### config.mk
export PLATFORM = sky130hd
export DESIGN_NAME = ppu_bus_arb
export DESIGN_NICKNAME = d
export VERILOG_FILES = /design/src/rtl/ppu_bus_arb.sv
export SDC_FILE = /design/constraint.sdc
export NUM_CORES = 1
export LEC_CHECK = 0
export BUFFER_PORTS_ARGS = -buffer_cell sky130_fd_sc_hd__buf_2
export CAP_MARGIN = 10
export CORE_UTILIZATION = 54
export CTS_BUF_LIST = sky130_fd_sc_hd__clkbuf_4 sky130_fd_sc_hd__clkbuf_8
export DETAILED_ROUTE_END_ITERATION = 16
export PLACE_DENSITY_LB_ADDON = 0.05
export SETUP_SLACK_MARGIN = 0.1
export SLEW_MARGIN = 0
export SYNTH_ARGS = -nofsm -noshare
export SYNTH_HDL_FRONTEND = slang
export SYNTH_SLANG_ARGS = --single-unit
### constraint.sdc
create_clock -name clk -period 7.45 [get_ports clk]
set_input_delay 1.1175 -clock clk [delete_from_list [all_inputs] [get_ports clk]]
set_output_delay 1.1175 -clock clk [all_outputs]
set_load 0.02 [all_outputs]
### src/rtl/ppu_bus_arb.sv
// PPU memory-port arbiter: render fetches have strict priority, CPU PPUDATA ops
// wait behind them but pre-empt one render slot after STARVE_MAX cycles.
module ppu_bus_arb #(
    parameter int unsigned ADDR_W     = 14,
    parameter int unsigned STARVE_MAX = 8
) (
    input  logic              clk,
    input  logic              rst,
    input  logic              rend_req,
    input  logic [ADDR_W-1:0] rend_addr,
    output logic [7:0]        rend_data,
    output logic              rend_valid,
    output logic              rend_drop,
    input  logic              cpu_req,
    input  logic              cpu_rw,
    input  logic [ADDR_W-1:0] cpu_addr,
    input  logic [7:0]        cpu_wdata,
    output logic              cpu_busy,
    output logic              cpu_done,
    output logic [7:0]        cpu_rdata,
    output logic [ADDR_W-1:0] mem_addr,
    output logic              mem_rw,
    output logic [7:0]        mem_wdata,
    input  logic [7:0]        mem_rdata
);
    localparam int unsigned DATA_W = 8;
    localparam int unsigned CNT_W  = 8;

    typedef enum logic [1:0] {C_IDLE, C_WAIT, C_RD} cpu_state_t;
    typedef enum logic [1:0] {T_NONE, T_REND, T_CPU} tag_t;

    cpu_state_t        state;
    tag_t              tag;
    logic              lat_rw;
    logic [ADDR_W-1:0] lat_addr;
    logic [DATA_W-1:0] lat_wdata;
    logic [CNT_W-1:0]  wait_cnt;
    logic [DATA_W-1:0] rend_data_q;
    logic [DATA_W-1:0] cpu_rdata_q;
    logic              cpu_grant;
    logic              rend_grant;

    // Slot decision for this cycle
    always_comb begin
        cpu_grant  = (state == C_WAIT) &&
                     (!rend_req || (wait_cnt >= CNT_W'(STARVE_MAX)));
        rend_grant = rend_req && !cpu_grant;
    end

    // Memory port driven straight from the decision; address forced to 0 in reset
    always_comb begin
        mem_addr  = rend_addr;
        mem_rw    = 1'b1;
        mem_wdata = '0;
        if (rst) begin
            mem_addr = '0;
        end else if (cpu_grant) begin
            mem_addr  = lat_addr;
            mem_rw    = lat_rw;
            mem_wdata = lat_wdata;
        end
    end

    // Read data is forwarded in the cycle it arrives and held afterwards
    always_comb begin
        rend_valid = (tag == T_REND);
        rend_drop  = cpu_grant && rend_req;
        rend_data  = rend_valid ? mem_rdata : rend_data_q;
        cpu_busy   = (state != C_IDLE);
        cpu_done   = (cpu_grant && !lat_rw) || (state == C_RD);
        cpu_rdata  = (state == C_RD) ? mem_rdata : cpu_rdata_q;
    end

    always_ff @(posedge clk or posedge rst) begin
        if (rst) begin
            state       <= C_IDLE;
            tag         <= T_NONE;
            lat_rw      <= 1'b1;
            lat_addr    <= '0;
            lat_wdata   <= '0;
            wait_cnt    <= '0;
            rend_data_q <= '0;
            cpu_rdata_q <= '0;
        end else begin
            if (cpu_grant)       tag <= T_CPU;
            else if (rend_grant) tag <= T_REND;
            else                 tag <= T_NONE;

            if (rend_valid) rend_data_q <= mem_rdata;

            case (state)
                C_IDLE: begin
                    if (cpu_req) begin
                        lat_rw    <= cpu_rw;
                        lat_addr  <= cpu_addr;
                        lat_wdata <= cpu_wdata;
                        wait_cnt  <= '0;
                        state     <= C_WAIT;
                    end
                end
                C_WAIT: begin
                    if (cpu_grant) begin
                        wait_cnt <= '0;
                        state    <= lat_rw ? C_RD : C_IDLE;
                    end else if (wait_cnt != {CNT_W{1'b1}}) begin
                        wait_cnt <= wait_cnt + CNT_W'(1);
                    end
                end
                C_RD: begin
                    cpu_rdata_q <= mem_rdata;
                    state       <= C_IDLE;
                end
                default: state <= C_IDLE;
            endcase
        end
    end
endmodule

After elaboration in Yosys (flattened, before gate mapping). Cells that the tools add are included.

Reduce and logical (&&, ||, !) cells: 15. Multiply operators: 0. Mux-type cells: 18. $lt $le $gt $ge: 1. Bitwise logic cells: 0. Add/subtract/negate cells: 1. Shift operators: 0. Divide/modulo/power cells: 0. Eq/ne operators: 7.

Operator list (number): 2-to-1 mux 8 bit (7); 2-to-1 mux 14 bit (2); case mux 8 bit (2 select lines) (1); adder 8 x 1 -> 8 bit (second input constant) (1); >= comparator 8 x 4 -> 1 bit (second input constant) (1); 2-to-1 mux 2 bit (4); != test 8 bit (second input constant) (1); equality test 2 x 1 -> 1 bit (second input constant) (2); logical AND 1 bit (4); != test 2 bit (second input constant) (2); case mux 2 bit (2 select lines) (1); AND reduction 2 bit (2); nonzero test 2 bit (2); logical NOT 1 bit (3); 2-to-1 mux 1 bit (3); != test 3 x 2 -> 1 bit (second input constant) (1); AND reduction 3 bit (1); equality test 2 bit (second input constant) (1); logical NOT 2 bit (1); logical OR 1 bit (2).

Bits in writable memories: 0. Input bits: 49. Register bits after elaboration: 51. ROM bits: 0. Output and inout bits: 43. Logic and storage cells: 50. Latch bits: 0. Memories kept: 0.

Longest topological paths before layout.
Depth after elaboration: 7. Gate-level depth with buffers: 5. Gate-level depth less buffers: 4.

Worst setup path before layout. OpenSTA, ideal clock, no wires.

Kind: input to output. From: input rst. To: output mem_addr[10]. Path slack: 2.902 ns. Stages: 4. Data arrival time: 3.430 ns. Path through: clkinv_1 > clkbuf_1 > nand2_1 > mux2i_1.

Longest elaborated chain between the ends: 1.

Ends and longest elaborated chain: from (decl) (RTL line 8) `input logic rst,`; 2-to-1 mux 14 bit (RTL line 55) `if (rst) begin`; to (decl) (RTL line 21) `output logic [ADDR_W-1:0] mem_addr,`.

No other way between the ends.

Worst setup path in the final report.
From: input rst. To: output mem_addr[9].

Same word-level chain as after synthesis.

==> results.json <==
{
  "status": "finished clean",
  "cts_resized": 0,
  "max_stage_delay_ns": 0.68,
  "drive_gt1_frac": 0.517,
  "via_count": 1750,
  "hold_buffers": 0,
  "critPathMaxFanout": 87,
  "clock-sinks": 51,
  "drt_wl_total_mm": 4.63,
  "worst_hold_path_type": "flop to flop",
  "max_freq_mhz": 279,
  "worstSetupEndpointType": "primary output",
  "layout_commonest_cell": "buf_2",
  "core_region_area_mm2": 0.00414,
  "ant_nets": 0,
  "drt_iter0_drc": 82,
  "power_leakage_nw": 1.50,
  "synth_seq_area_share": 0.529,
  "pin_count": 92,
  "clk-insertion-delay-late_ns": 0.30,
  "critPathSlowestCell": "buf_4",
  "grt_pass1_wl_mm": 6.98,
  "syn_nets": 251,
  "final_cell_mix": "buf_2 (91), dfrtp_1 (50), mux2_2 (39), nand2_1 (30), mux2i_1 (14)",
  "synthesis.instances": 200,
  "fin_skew_ns": 0.00789,
  "fin_cells": 340,
  "yosysTopAreaCell": "dfrtp_1",
  "cts_tree": "done",
  "die_x_um": 68.9,
  "wl_per_cell_um": 13.6,
  "synth_ff_type": "dfrtp_1",
  "die_height_um": 68.9,
  "cts_htree_levels": 2,
  "finalSetupViolCount": 0,
  "crit_arrival_ns": 2.47,
  "period_minus_slack_ns": 3.59,
  "start_util": 0.582,
  "slew_headroom": 0.412,
  "ys_types": 38,
  "antenna_found_initial": 0,
  "syn_area_mm2": 0.00241,
  "rsz0062_at_grt": "false",
  "numCtsBuffers": 5,
  "fin_crit_sh": 0.481,
  "cp.required_ns": 6.33,
  "p_total_mw": 1.02,
  "cp_cell_sequence": "buf_2, inv_2, buf_4, nand2_1, mux2i_1, buf_2",
  "slew_violations": 0,
  "syn_area_per_cell_um2": 12.1,
  "peakVddDrop_v": 0.000178,
  "grt_pass1_vias": 1577,
  "dp_hpwl_mm": 3.26,
  "ys_top_cells_by_area": "dfrtp_1 (52%), mux2_2 (18%), mux2i_1 (5.8%)",
  "root_buffer": "clkbuf_8",
  "crit_top_cell": "buf_2",
  "hold_violations": 0,
  "placementRows": 23,
  "ys_ff_latch": 51,
  "worst_setup_path_start_kind": "input port",
  "post_cts_buffers": 0,
  "routed_via_density": 5.15,
  "port_buffers": 91,
  "overflow": 0,
  "fin_nets": 340,
  "placedCellCount": 332,
  "yosysWarnings": 0,
  "grt.total_usage": 0.201,
  "clockBufferDepth": 2,
  "yosys.area.top_type_share": 0.518,
  "gp_congestion": 0.754,
  "worst_pin_slew_ns": 0.881,
  "dieArea_mm2": 0.00474,
  "maxCapViolCount": 0,
  "area_growth_pct": 23.8,
  "grt_max_degree": 88,
  "ys_async_sr_fraction": 1.00,
  "synth-edff-count": 0,
  "dr.pass1.iters": 4,
  "drc": 0,
  "r2r_slack_ns": 5.59,
  "clk_pin_slew_ns": 0.09,
  "critPathKind": "input port to primary output",
  "totalNegativeSetupSlack_ns": 0,
  "antenna_cells": 0,
  "powerDensity_mw_per_mm2": 340
}
==> cells in the mapped netlist, types with 2 or more instances <==
library cell  instances
ha_1                  2
buf_6                 2
and2_1                4
mux2_2               39
and3_1                8
nor3_2                2
nand3_1               2
buf_2                 2
inv_1                 6
nand2b_1              3
or3_1                 2
nor2b_1               3
o21ai_0               3
nor2_1                2
nand2_1              30
mux2i_1              14
dfrtp_1              50
clkbuf_1              6
==> path summary, 6_finish.rpt <==
path | start | endpoint | depth (start not counted)
worst min-delay path | lat_wdata[4]$_DFFE_PP0P_ | lat_wdata[4]$_DFFE_PP0P_ | 1
min in group asynchronous | rst | cpu_rdata_q[3]$_DFF_PP0_ | 3
worst max-delay path | rst | mem_addr[9] | 6
worst min register to register | lat_wdata[4]$_DFFE_PP0P_ | lat_wdata[4]$_DFFE_PP0P_ | 1
worst max register to register | state[0]$_DFFE_PP0P_ | lat_addr[13]$_DFFE_PP0P_ | 3
max in group asynchronous | rst | lat_wdata[6]$_DFFE_PP0P_ | 3
==> power by group <==
group	internal, mW	switching (mW)
combinational	0.181	0.223
clock	0.0846	0.0885
sequential	0.389	0.0512
total	0.654	0.363
==> worst max-delay path: cells and delay by family <==
kind,cells,cell delay [ns]
buffers and inverters,4,1.02
multiplexers,1,0.20
AND/OR/NAND/NOR,1,0.11
==> metal layers <==
layer,wire length [um],part of all wire,GRT usage,vias to the layer above
li1,-,-,-,868
met5,0,0,0,-
met1,2080,0.45,0.263,830
met4,18,0.0039,0.0485,0
met2,2280,0.49,0.324,50
met3,250,0.054,0.0625,2
==> cell families after synthesis <==
kind of cell	after synthesis	synth area share
AND/OR/NAND/NOR	62	0.134
multiplexers	54	0.245
flip-flops	51	0.529
buffers and inverters	18	0.0352
AO/OA/AOI/OAI	13	0.0461
adder cells (fa/ha/maj)	2	0.0104
==> state kept, by name, indices dropped and copies added (netlist names) <==
register     flops
cpu_rdata_q      8
tag              2
state            2
lat_addr        14
lat_wdata        8
lat_rw           1
wait_cnt         8
rend_data_q      8
==> through the flow <==
step / util / hold WS (ns) / instance area [um2] / worst slack (ns)
final: 0.721 / 0.501 / 2990 / 3.86
after global routing: 0.721 / 0.513 / 2990 / 3.62
after CTS: 0.721 / 0.503 / 2990 / 3.85
after detailed placement: 0.696 / 0.482 / 2880 / 3.85
after global placement: 0.696 / 0.461 / 2880 / 3.87
after floorplan: - / 0.449 / 2410 / 2.90
==> area by class of cell <==
cell class	instances	area, um2
multi-input cells	131	1050
repair buffers	92	463
inverters	8	30.0
fillers	310	1160
well taps	50	62.6
clock inverters	1	7.51
clock buffers	7	96.3
flip-flops and latches	51	1280
Power figures use the tool's default switching activity.
